**src/rtl/mod_line_xfer_sched_if.sv**
```systemverilog
// rtl/mod_line_xfer_sched_if.sv - cache-side and system-bus handshake bundle for the line transfer scheduler
interface mod_line_xfer_sched_if #(
   parameter int DATA_WIDTH = 512,
   parameter int BUS_WIDTH  = 64,
   parameter int TAG_WIDTH  = 13
);
   logic                  i_reqcyc;
   logic                  i_reqack;
   logic [BUS_WIDTH-1:0]  i_req;
   logic [TAG_WIDTH-1:0]  i_reqtag;
   logic                  i_respcyc;
   logic                  i_respack;
   logic [DATA_WIDTH-1:0] i_resp;
   logic [TAG_WIDTH-1:0]  i_resptag;

   logic                  d_reqcyc;
   logic                  d_reqack;
   logic [BUS_WIDTH-1:0]  d_req;
   logic [TAG_WIDTH-1:0]  d_reqtag;
   logic [DATA_WIDTH-1:0] d_reqdata;
   logic                  d_respcyc;
   logic                  d_respack;
   logic [DATA_WIDTH-1:0] d_resp;
   logic [TAG_WIDTH-1:0]  d_resptag;

   logic                  bus_reqcyc;
   logic                  bus_reqack;
   logic [BUS_WIDTH-1:0]  bus_req;
   logic [TAG_WIDTH-1:0]  bus_reqtag;
   logic                  bus_respcyc;
   logic                  bus_respack;
   logic [BUS_WIDTH-1:0]  bus_resp;
   logic [TAG_WIDTH-1:0]  bus_resptag;

   modport master (
      input  i_reqcyc, i_req, i_reqtag, i_respack,
      input  d_reqcyc, d_req, d_reqtag, d_reqdata, d_respack,
      input  bus_reqack, bus_respcyc, bus_resp, bus_resptag,
      output i_reqack, i_respcyc, i_resp, i_resptag,
      output d_reqack, d_respcyc, d_resp, d_resptag,
      output bus_reqcyc, bus_req, bus_reqtag, bus_respack
   );

   modport slave (
      output i_reqcyc, i_req, i_reqtag, i_respack,
      output d_reqcyc, d_req, d_reqtag, d_reqdata, d_respack,
      output bus_reqack, bus_respcyc, bus_resp, bus_resptag,
      input  i_reqack, i_respcyc, i_resp, i_resptag,
      input  d_reqack, d_respcyc, d_resp, d_resptag,
      input  bus_reqcyc, bus_req, bus_reqtag, bus_respack
   );
endinterface

```
**src/rtl/mod_line_xfer_sched.sv**
```systemverilog
// rtl/mod_line_xfer_sched.sv - round-robin scheduler moving 64-byte lines between the L1 caches and the system bus
module mod_line_xfer_sched #(
   parameter int DATA_WIDTH = 512,
   parameter int BUS_WIDTH  = 64,
   parameter int TAG_WIDTH  = 13
) (
   input  logic                  clk,
   input  logic                  reset,
   mod_line_xfer_sched_if.master xif,
   output logic                  err_unexpected
);
   localparam int BEATS = DATA_WIDTH / BUS_WIDTH;
   localparam int CNT_W = $clog2(BEATS);
   localparam logic [CNT_W-1:0] LAST_BEAT = CNT_W'(BEATS - 1);

   typedef enum logic [2:0] {IDLE, CMD, RD_BEATS, WR_BEATS, DELIVER} state_t;

   state_t                state;
   logic                  last_grant_d;
   logic                  owner_d;
   logic                  is_read;
   logic [TAG_WIDTH-1:0]  tag_q;
   logic [DATA_WIDTH-1:0] line_q;
   logic [CNT_W-1:0]      beat_cnt;
   logic                  i_reqack_q, d_reqack_q;
   logic                  bus_reqcyc_q;
   logic [BUS_WIDTH-1:0]  bus_req_q;
   logic [TAG_WIDTH-1:0]  bus_reqtag_q;
   logic                  i_respcyc_q, d_respcyc_q;
   logic [DATA_WIDTH-1:0] resp_q;
   logic [TAG_WIDTH-1:0]  resptag_q;
   logic                  err_q;

   logic                  pick_d;
   logic                  resp_taken;
   logic [CNT_W-1:0]      next_cnt;

   // DCache wins a tie unless it was the last one granted
   always_comb begin
      pick_d = 1'b0;
      if (xif.d_reqcyc && (!xif.i_reqcyc || !last_grant_d))
         pick_d = 1'b1;
   end

   assign resp_taken = owner_d ? xif.d_respack : xif.i_respack;
   assign next_cnt   = beat_cnt + 1'b1;

   always_ff @(posedge clk) begin
      if (reset) begin
         state        <= IDLE;
         last_grant_d <= 1'b0;
         owner_d      <= 1'b0;
         is_read      <= 1'b0;
         tag_q        <= '0;
         line_q       <= '0;
         beat_cnt     <= '0;
         i_reqack_q   <= 1'b0;
         d_reqack_q   <= 1'b0;
         bus_reqcyc_q <= 1'b0;
         bus_req_q    <= '0;
         bus_reqtag_q <= '0;
         i_respcyc_q  <= 1'b0;
         d_respcyc_q  <= 1'b0;
         resp_q       <= '0;
         resptag_q    <= '0;
         err_q        <= 1'b0;
      end else begin
         i_reqack_q <= 1'b0;
         d_reqack_q <= 1'b0;
         if (xif.bus_respcyc && state != RD_BEATS)
            err_q <= 1'b1;
         case (state)
            IDLE: begin
               if (xif.i_reqcyc || xif.d_reqcyc) begin
                  owner_d      <= pick_d;
                  last_grant_d <= pick_d;
                  i_reqack_q   <= !pick_d;
                  d_reqack_q   <= pick_d;
                  bus_reqcyc_q <= 1'b1;
                  bus_req_q    <= pick_d ? xif.d_req : xif.i_req;
                  bus_reqtag_q <= pick_d ? xif.d_reqtag : xif.i_reqtag;
                  tag_q        <= pick_d ? xif.d_reqtag : xif.i_reqtag;
                  // ICache can only read, whatever its tag bit 0 says
                  is_read      <= pick_d ? xif.d_reqtag[0] : 1'b1;
                  line_q       <= pick_d ? xif.d_reqdata : '0;
                  beat_cnt     <= '0;
                  state        <= CMD;
               end
            end
            CMD: begin
               if (xif.bus_reqack) begin
                  if (is_read) begin
                     bus_reqcyc_q <= 1'b0;
                     bus_req_q    <= '0;
                     bus_reqtag_q <= '0;
                     state        <= RD_BEATS;
                  end else begin
                     bus_req_q <= line_q[BUS_WIDTH-1:0];
                     state     <= WR_BEATS;
                  end
               end
            end
            WR_BEATS: begin
               if (xif.bus_reqack) begin
                  if (beat_cnt == LAST_BEAT) begin
                     bus_reqcyc_q <= 1'b0;
                     bus_req_q    <= '0;
                     bus_reqtag_q <= '0;
                     beat_cnt     <= '0;
                     resp_q       <= '0;
                     resptag_q    <= tag_q;
                     i_respcyc_q  <= !owner_d;
                     d_respcyc_q  <= owner_d;
                     state        <= DELIVER;
                  end else begin
                     beat_cnt  <= next_cnt;
                     bus_req_q <= line_q[BUS_WIDTH*next_cnt +: BUS_WIDTH];
                  end
               end
            end
            RD_BEATS: begin
               if (xif.bus_respcyc) begin
                  line_q[BUS_WIDTH*beat_cnt +: BUS_WIDTH] <= xif.bus_resp;
                  beat_cnt <= next_cnt;
                  if (beat_cnt == LAST_BEAT) begin
                     resp_q      <= {xif.bus_resp, line_q[DATA_WIDTH-BUS_WIDTH-1:0]};
                     resptag_q   <= xif.bus_resptag;
                     i_respcyc_q <= !owner_d;
                     d_respcyc_q <= owner_d;
                     state       <= DELIVER;
                  end
               end
            end
            DELIVER: begin
               if (resp_taken) begin
                  i_respcyc_q <= 1'b0;
                  d_respcyc_q <= 1'b0;
                  resp_q      <= '0;
                  resptag_q   <= '0;
                  state       <= IDLE;
               end
            end
            default: state <= IDLE;
         endcase
      end
   end

   assign xif.i_reqack    = i_reqack_q;
   assign xif.d_reqack    = d_reqack_q;
   assign xif.i_respcyc   = i_respcyc_q;
   assign xif.d_respcyc   = d_respcyc_q;
   assign xif.i_resp      = i_respcyc_q ? resp_q : '0;
   assign xif.d_resp      = d_respcyc_q ? resp_q : '0;
   assign xif.i_resptag   = i_respcyc_q ? resptag_q : '0;
   assign xif.d_resptag   = d_respcyc_q ? resptag_q : '0;
   assign xif.bus_reqcyc  = bus_reqcyc_q;
   assign xif.bus_req     = bus_req_q;
   assign xif.bus_reqtag  = bus_reqtag_q;
   assign xif.bus_respack = xif.bus_respcyc;
   assign err_unexpected  = err_q;
endmodule
```
**src/flat_wrapper.sv**
```systemverilog
// flat-port wrapper written by rule: the top's interface ports become plain ports
module mod_line_xfer_sched_flat 
#(
   parameter int DATA_WIDTH = 512,
   parameter int BUS_WIDTH  = 64,
   parameter int TAG_WIDTH  = 13
)
  (clk, reset, err_unexpected, xif_i_reqcyc, xif_i_req, xif_i_reqtag, xif_i_respack, xif_d_reqcyc, xif_d_req, xif_d_reqtag, xif_d_reqdata, xif_d_respack, xif_bus_reqack, xif_bus_respcyc, xif_bus_resp, xif_bus_resptag, xif_i_reqack, xif_i_respcyc, xif_i_resp, xif_i_resptag, xif_d_reqack, xif_d_respcyc, xif_d_resp, xif_d_resptag, xif_bus_reqcyc, xif_bus_req, xif_bus_reqtag, xif_bus_respack);
  mod_line_xfer_sched_if #(.DATA_WIDTH(DATA_WIDTH), .BUS_WIDTH(BUS_WIDTH), .TAG_WIDTH(TAG_WIDTH)) xif_i ();
  input  logic clk;
  input  logic reset;
  output logic err_unexpected;
  input wire logic [$bits(xif_i.i_reqcyc)-1:0] xif_i_reqcyc;
  input wire logic [$bits(xif_i.i_req)-1:0] xif_i_req;
  input wire logic [$bits(xif_i.i_reqtag)-1:0] xif_i_reqtag;
  input wire logic [$bits(xif_i.i_respack)-1:0] xif_i_respack;
  input wire logic [$bits(xif_i.d_reqcyc)-1:0] xif_d_reqcyc;
  input wire logic [$bits(xif_i.d_req)-1:0] xif_d_req;
  input wire logic [$bits(xif_i.d_reqtag)-1:0] xif_d_reqtag;
  input wire logic [$bits(xif_i.d_reqdata)-1:0] xif_d_reqdata;
  input wire logic [$bits(xif_i.d_respack)-1:0] xif_d_respack;
  input wire logic [$bits(xif_i.bus_reqack)-1:0] xif_bus_reqack;
  input wire logic [$bits(xif_i.bus_respcyc)-1:0] xif_bus_respcyc;
  input wire logic [$bits(xif_i.bus_resp)-1:0] xif_bus_resp;
  input wire logic [$bits(xif_i.bus_resptag)-1:0] xif_bus_resptag;
  output wire logic [$bits(xif_i.i_reqack)-1:0] xif_i_reqack;
  output wire logic [$bits(xif_i.i_respcyc)-1:0] xif_i_respcyc;
  output wire logic [$bits(xif_i.i_resp)-1:0] xif_i_resp;
  output wire logic [$bits(xif_i.i_resptag)-1:0] xif_i_resptag;
  output wire logic [$bits(xif_i.d_reqack)-1:0] xif_d_reqack;
  output wire logic [$bits(xif_i.d_respcyc)-1:0] xif_d_respcyc;
  output wire logic [$bits(xif_i.d_resp)-1:0] xif_d_resp;
  output wire logic [$bits(xif_i.d_resptag)-1:0] xif_d_resptag;
  output wire logic [$bits(xif_i.bus_reqcyc)-1:0] xif_bus_reqcyc;
  output wire logic [$bits(xif_i.bus_req)-1:0] xif_bus_req;
  output wire logic [$bits(xif_i.bus_reqtag)-1:0] xif_bus_reqtag;
  output wire logic [$bits(xif_i.bus_respack)-1:0] xif_bus_respack;
  assign xif_i.i_reqcyc = xif_i_reqcyc;
  assign xif_i.i_req = xif_i_req;
  assign xif_i.i_reqtag = xif_i_reqtag;
  assign xif_i.i_respack = xif_i_respack;
  assign xif_i.d_reqcyc = xif_d_reqcyc;
  assign xif_i.d_req = xif_d_req;
  assign xif_i.d_reqtag = xif_d_reqtag;
  assign xif_i.d_reqdata = xif_d_reqdata;
  assign xif_i.d_respack = xif_d_respack;
  assign xif_i.bus_reqack = xif_bus_reqack;
  assign xif_i.bus_respcyc = xif_bus_respcyc;
  assign xif_i.bus_resp = xif_bus_resp;
  assign xif_i.bus_resptag = xif_bus_resptag;
  assign xif_i_reqack = xif_i.i_reqack;
  assign xif_i_respcyc = xif_i.i_respcyc;
  assign xif_i_resp = xif_i.i_resp;
  assign xif_i_resptag = xif_i.i_resptag;
  assign xif_d_reqack = xif_i.d_reqack;
  assign xif_d_respcyc = xif_i.d_respcyc;
  assign xif_d_resp = xif_i.d_resp;
  assign xif_d_resptag = xif_i.d_resptag;
  assign xif_bus_reqcyc = xif_i.bus_reqcyc;
  assign xif_bus_req = xif_i.bus_req;
  assign xif_bus_reqtag = xif_i.bus_reqtag;
  assign xif_bus_respack = xif_i.bus_respack;
  mod_line_xfer_sched #(.DATA_WIDTH(DATA_WIDTH), .BUS_WIDTH(BUS_WIDTH), .TAG_WIDTH(TAG_WIDTH)) u_core (.clk(clk), .reset(reset), .xif(xif_i), .err_unexpected(err_unexpected));
endmodule
```
**config.mk**
```make
export PLATFORM = sky130hd
export DESIGN_NAME = mod_line_xfer_sched_flat
export DESIGN_NICKNAME = d
export VERILOG_FILES = /design/src/rtl/mod_line_xfer_sched_if.sv /design/src/rtl/mod_line_xfer_sched.sv /design/src/flat_wrapper.sv
export SDC_FILE = /design/constraint.sdc
export NUM_CORES = 2
export LEC_CHECK = 0
export ABC_AREA = 1
export CAP_MARGIN = 40
export CORE_AREA = 2 2 743 745
export CTS_CLUSTER_SIZE = 20
export DETAILED_ROUTE_END_ITERATION = 10
export DIE_AREA = 0 0 745 747
export DONT_BUFFER_PORTS = 1
export PLACE_DENSITY = 0.3
export SLEW_MARGIN = 10
export SYNTH_ARGS = -nofsm -noshare
export SYNTH_HDL_FRONTEND = slang
export SYNTH_SLANG_ARGS = --single-unit
```
**constraint.sdc**
```tcl
create_clock -name clk -period 8 [get_ports clk]
set_input_delay 1.6 -clock clk [delete_from_list [all_inputs] [get_ports clk]]
set_output_delay 1.6 -clock clk [all_outputs]
set_load 0.02 [all_outputs]
```
## After elaboration in Yosys (flattened, before gate mapping)

Index checks and enable logic that the tools add are counted.

| operators by class | value |
|---|---|
| add/subtract/negate cells | 2 |
| equal/unequal tests | 14 |
| shift operators | 3 |
| multiplexer cells | 66 |
| bitwise logic cells | 2 |
| reduce and logical (&&, ||, !) cells | 21 |

Operators with widths:

| cell | number |
|---|---|
| $mux W512 | 10 |
| $pmux W512 S3 | 1 |
| $pmux W512 S2 | 1 |
| $bwmux W512 | 1 |
| $shift A64 B34 Y512 const A | 1 |
| $shiftx A512 B10 Y64 | 1 |
| $shiftx A64 B34 Y512 | 1 |
| $mux W64 | 6 |
| $pmux W64 S3 | 1 |
| $mux W13 | 13 |
| $pmux W13 S3 | 2 |
| $neg A9 Y34 | 1 |
| $mux W3 | 10 |
| $mux W1 | 16 |
| $pmux W3 S5 | 1 |
| $reduce_and A4 Y1 | 3 |
| $reduce_and A6 Y1 | 2 |
| $ne A2 B1 Y1 const B | 5 |
| $pmux W1 S3 | 3 |
| $pmux W3 S3 | 1 |
| $reduce_bool A3 Y1 | 3 |
| $eq A3 B2 Y1 const B | 2 |
| $eq A3 B3 Y1 const B | 2 |
| $ne A2 B2 Y1 const B | 3 |
| other kinds (13) | 18 |

| word-level totals | value |
|---|---|
| bits in registers | 1141 |
| bits of input ports | 751 |
| output and inout port bits | 1134 |
| word-level logic and storage cells | 124 |

## Depth between registers and ports, before layout

| depth | value |
|---|---|
| word-level depth | 7 |
| depth in mapped cells | 17 |
| gate-level depth less buffers | 12 |

## Least setup slack after synthesis

OpenSTA, ideal clock, no wires.

| timing | value |
|---|---|
| path type | input-to-output |
| from | input xif_bus_respcyc |
| to | output xif_bus_respack |
| arrival | 1734 ps |
| data required time | 6400 ps |
| slack | 4666 ps |
| cell stages on the path | 1 |
| path buffers | 1 |
| cell sequence | buf_4 |

RTL lines:

| item | RTL line | text |
|---|---|---|
| start: declaration | flat_wrapper.sv:23 | `input wire logic [$bits(xif_i.bus_respcyc)-1:0] xif_bus_respcyc;` |
| end: declaration | flat_wrapper.sv:37 | `output wire logic [$bits(xif_i.bus_respack)-1:0] xif_bus_respack;` |

No word-level cell between the ends.

## Worst setup path after layout

| timing | value |
|---|---|
| from | register u_core.beat_cnt[0] |
| to | register u_core.line_q[368] |

| on the way | value |
|---|---|
| longest elaborated chain between the ends | 5 |
| elaborated cells between the ends (all ways) | 6 |
| those cells by class | 1 x add/sub; 2 x shift; 3 x mux |

RTL lines:

| item | RTL line | text |
|---|---|---|
| start: declaration | mod_line_xfer_sched.sv:24 | `logic [CNT_W-1:0] beat_cnt;` |
| start signal: assignment | mod_line_xfer_sched.sv:116 | `beat_cnt <= next_cnt;` |
| start signal: assignment | mod_line_xfer_sched.sv:124 | `beat_cnt <= next_cnt;` |
| $neg A9 Y34 (*) | mod_line_xfer_sched.sv:123 | `line_q[BUS_WIDTH*beat_cnt +: BUS_WIDTH] <= xif.bus_resp;` |
| $shiftx A64 B34 Y512 / $shift A64 B34 Y512 (equally long branches) | mod_line_xfer_sched.sv:123 |  |
| $bwmux W512 (*) | mod_line_xfer_sched.sv:123 |  |
| $mux W512 (*) | mod_line_xfer_sched.sv:122 | `if (xif.bus_respcyc) begin` |
| $pmux W512 S2 (*) | mod_line_xfer_sched.sv:72 | `case (state)` |
| end signal: assignment | mod_line_xfer_sched.sv:85 | `line_q <= pick_d ? xif.d_reqdata : '0;` |
| end signal: indexed assignment | mod_line_xfer_sched.sv:123 |  |
| end: declaration | mod_line_xfer_sched.sv:23 | `logic [DATA_WIDTH-1:0] line_q;` |

Every way passes the cells marked *; elsewhere a longest branch is shown, timed or not. The select of a mux whose other input is x is not followed.
A chain may end at the register's enable or synchronous reset.

==> out/results.tsv <==
metric	value	unit
grt_max_degree	173	
drtIter0Drc	7732	
setup.worst_path.end	u_core.line_q[368]	
finalHoldViolations	0	
crit_required	8.80	ns
ff2ff_setup_slack	2.92	ns
cts.clk_slew.worst_paths	0.06	ns
ir_drop	0.000342	V
reg2reg_to	u_core.line_q[368]	
period_share	63.5	%
boundaryPins	1885	
core-area	548000	um2
power_frac_comb	49.7	%
synth_fa_ha_area_share	0.0911	%
min_period	5.08	ns
overflow	0	
rr_worst_depth	12	
fillerInstances	65376	
crit_buf_inv	5	
cts-buffers-inserted	169	
drv_cap	0	
synth_top_area_share	33.3	%
syn_nets	13477	
r2r_start	u_core.beat_cnt[0]	
p_leak	43.4	nW
place_inst	19311	
rsz0062_at_grt	no	
timing.hold.ws	0.459	ns
synth_top_family_by_area	simple AND/OR/NAND/NOR gates	
arrival	5.88	ns
synth-xor-area-share	0	%
drive_above_1_share	4.16	%
setup_tns	0	ns
setup_viol	0	
seqCellArea	22900	um2
wl	721000	um
start_kind	flip-flop	
hold_path_class	flip-flop to flip-flop	
startpoint	u_core.beat_cnt[0]	
slew_viol_final	0	
grt_antenna_before_repair	516	
yosys.area_share.simple	47.4	%
cts_sinks	1141	
gr-usage-all-layers	24.8	%
grt_first_pass_wirelength	881000	um
wl_met2	306000	um
initial_core_util	12.5	%
stdcell_count	19879	
worst_path_max_delay_cell	ha_4	
p_sw_share	55.7	%
synthMuxAreaShare	0	%
synth.avg_cell_area	5.40	um2
timing.fmax	197	MHz
p_sw	22.2	mW
worstPathMaxFanout	104	
syn_area	68600	um2
area_delta_synth_final	20.9	%
crit_chain	inv_8, ha_4, buf_12, nand3_1, nor2_2, buf_4, nor2_1, nor2_4, buf_4, inv_2, nor2_1, nor2_1	
fin_total_pwr	39.9	mW
crit_top_cell	nor2_1	
clockRootBuffer	clkbuf_16	
multiInputGateArea	35500	um2
htree_levels	4	
port-buffer-count	0	
clockBufferDepth	4	
netlist_instances	12721	
clkPwrFrac	20.6	%
via_per_inst	4.01	
tightestPinTransition	1.20	ns
path_delay_family	buffers and inverters	
ys_seq_area_share	33.3	%
layout.nets	12979	
ys_ff_latch	1141	
highest_layer	met5	
yosys_warnings	0	
die_area	557000	um2
p_seq_share	29.7	%
synth_cell_type_count	26	
die-height	747	um
globalplace.congestion	1.05	
wl_per_cell	36.3	um
synth_top_area_cell	dfxtp_1	
p_int	17.7	mW
cpPeakStageDelay	0.74	ns
ant_nets	0	
die_w	745	um
cts_resized	0	
power.density	481	nW/um2
crit_cells	12	
synth_area_leaders	dfxtp_1, nand2_1, nor2_1	
wl_met1	308000	um
first_global_vias	74658	
place.detailed.hpwl	605000	um
endpoint_kind	flip-flop	
path_class	flip-flop to flip-flop	
final_util	15.1	%
slew-limit-headroom	20.2	%
skew	0.0797	ns
cts_setup_buffers	0	
firstDrtPassIters	6	
cts_tree	yes	
wl_met3	62400	um
num_vias	79751	
status	completed	
rows	272	
clk_latency	0.94	ns
synth_compound_area_share	3.98	%
cts_hold_buf	0	
drc_errors	0	
synth_stat cells (all sizes together):
cell type / n
nand3: 574
nand3b: 65
o21ai: 458
or2: 13
nand4: 13
a21oi: 65
o211ai: 14
clkinv: 2
nand2: 5156
buf: 405
inv: 1834
ha: 5
dfxtp: 1141
clkbuf: 428
a31o: 1
nor3: 1
nor2: 2546
stage by stage:
step / area [um2] / setup slack (ns)
finish: 83000 / 2.92
global route: 82600 / 2.80
CTS: 82300 / 2.96
detailed placement: 76500 / 3.07
global placement: 75600 / 3.00
floorplan: 68600 / 4.67
flip-flops by register name, summed over array words and instances, names as in the netlist:
name                   cells
u_core.beat_cnt            3
u_core.err_unexpected      1
u_core.is_read             1
u_core.line_q            512
u_core.owner_d             1
u_core.resp_q            512
u_core.resptag_q          13
u_core.state               3
u_core.tag_q              13
u_core.xif.bus_req        64
u_core.xif.bus_reqcyc      1
u_core.xif.bus_reqtag     13
u_core.xif.d_reqack        1
u_core.xif.d_respcyc       1
u_core.xif.i_reqack        1
u_core.xif.i_respcyc       1
layer usage:
| layer | vias to the layer above | track usage (%) |
|---|---|---|
| met2 | 3813 | 37.0 |
| met4 | 120 | 14.4 |
| li1 | 36452 | - |
| met5 | - | 0 |
| met1 | 38329 | 30.9 |
| met3 | 1037 | 8.26 |
cells in the final DEF, fill, tap and decap left out, types with 27 or more instances in the layout:
cell type | netlist | final
nand2_2 | 4 | 27
buf_12 | 0 | 48
a21oi_1 | 65 | 65
clkbuf_1 | 428 | 38
buf_4 | 29 | 95
clkbuf_16 | 0 | 172
nand3b_1 | 65 | 65
dfxtp_1 | 1141 | 1138
clkbuf_8 | 0 | 41
nand3_1 | 572 | 571
o21ai_0 | 429 | 429
nand2_1 | 5152 | 5122
o21ai_1 | 29 | 27
diode_2 | 0 | 268
inv_1 | 1822 | 1821
nor2_1 | 2538 | 2529
final cells by class:
class | instances | area share [%]
repair buffers | 164 | 2.60
flip-flops and latches | 1141 | 27.5
well taps | 7261 | 11.0
multi-input cells | 8911 | 42.8
inverters | 1836 | 8.34
diodes | 268 | 0.808
clock buffers | 251 | 6.04
clock inverters | 47 | 0.878
tightest hold or removal path: stages, from the launching register on:
cell and delay (ns):
dfxtp_1 0.31, nand2_1 0.06, a21oi_1 0.05
cell families after synthesis:
logic type / count (synthesis)
simple gates: 8368
fa+ha+maj: 5
compound gates: 538
buf+inv: 2669
flops: 1141
power groups by stage:
stage	clock network (mW)	logic (mW)	registers (mW)
after CTS	8.47	19.8	11.9
after floorplan	0	12.6	9.41
after global placement	0	19.5	12.1
after detailed placement	0	19.8	12.0
final	8.24	19.8	11.8
after global routing	8.64	21.9	12.1
worst min-delay path by stage:
stage / startpoint / end / slack (ns) / cells after the start
after floorplan: u_core.is_read / u_core.is_read / 0.44 / 2
after global placement: u_core.tag_q[10] / u_core.tag_q[10] / 0.45 / 2
after detailed placement: u_core.tag_q[3] / u_core.tag_q[3] / 0.45 / 2
after CTS: u_core.tag_q[3] / u_core.tag_q[3] / 0.46 / 2
after global routing: u_core.tag_q[11] / u_core.tag_q[11] / 0.48 / 2
final: u_core.tag_q[3] / u_core.tag_q[3] / 0.46 / 2
(Power assumes the default switching activity.)
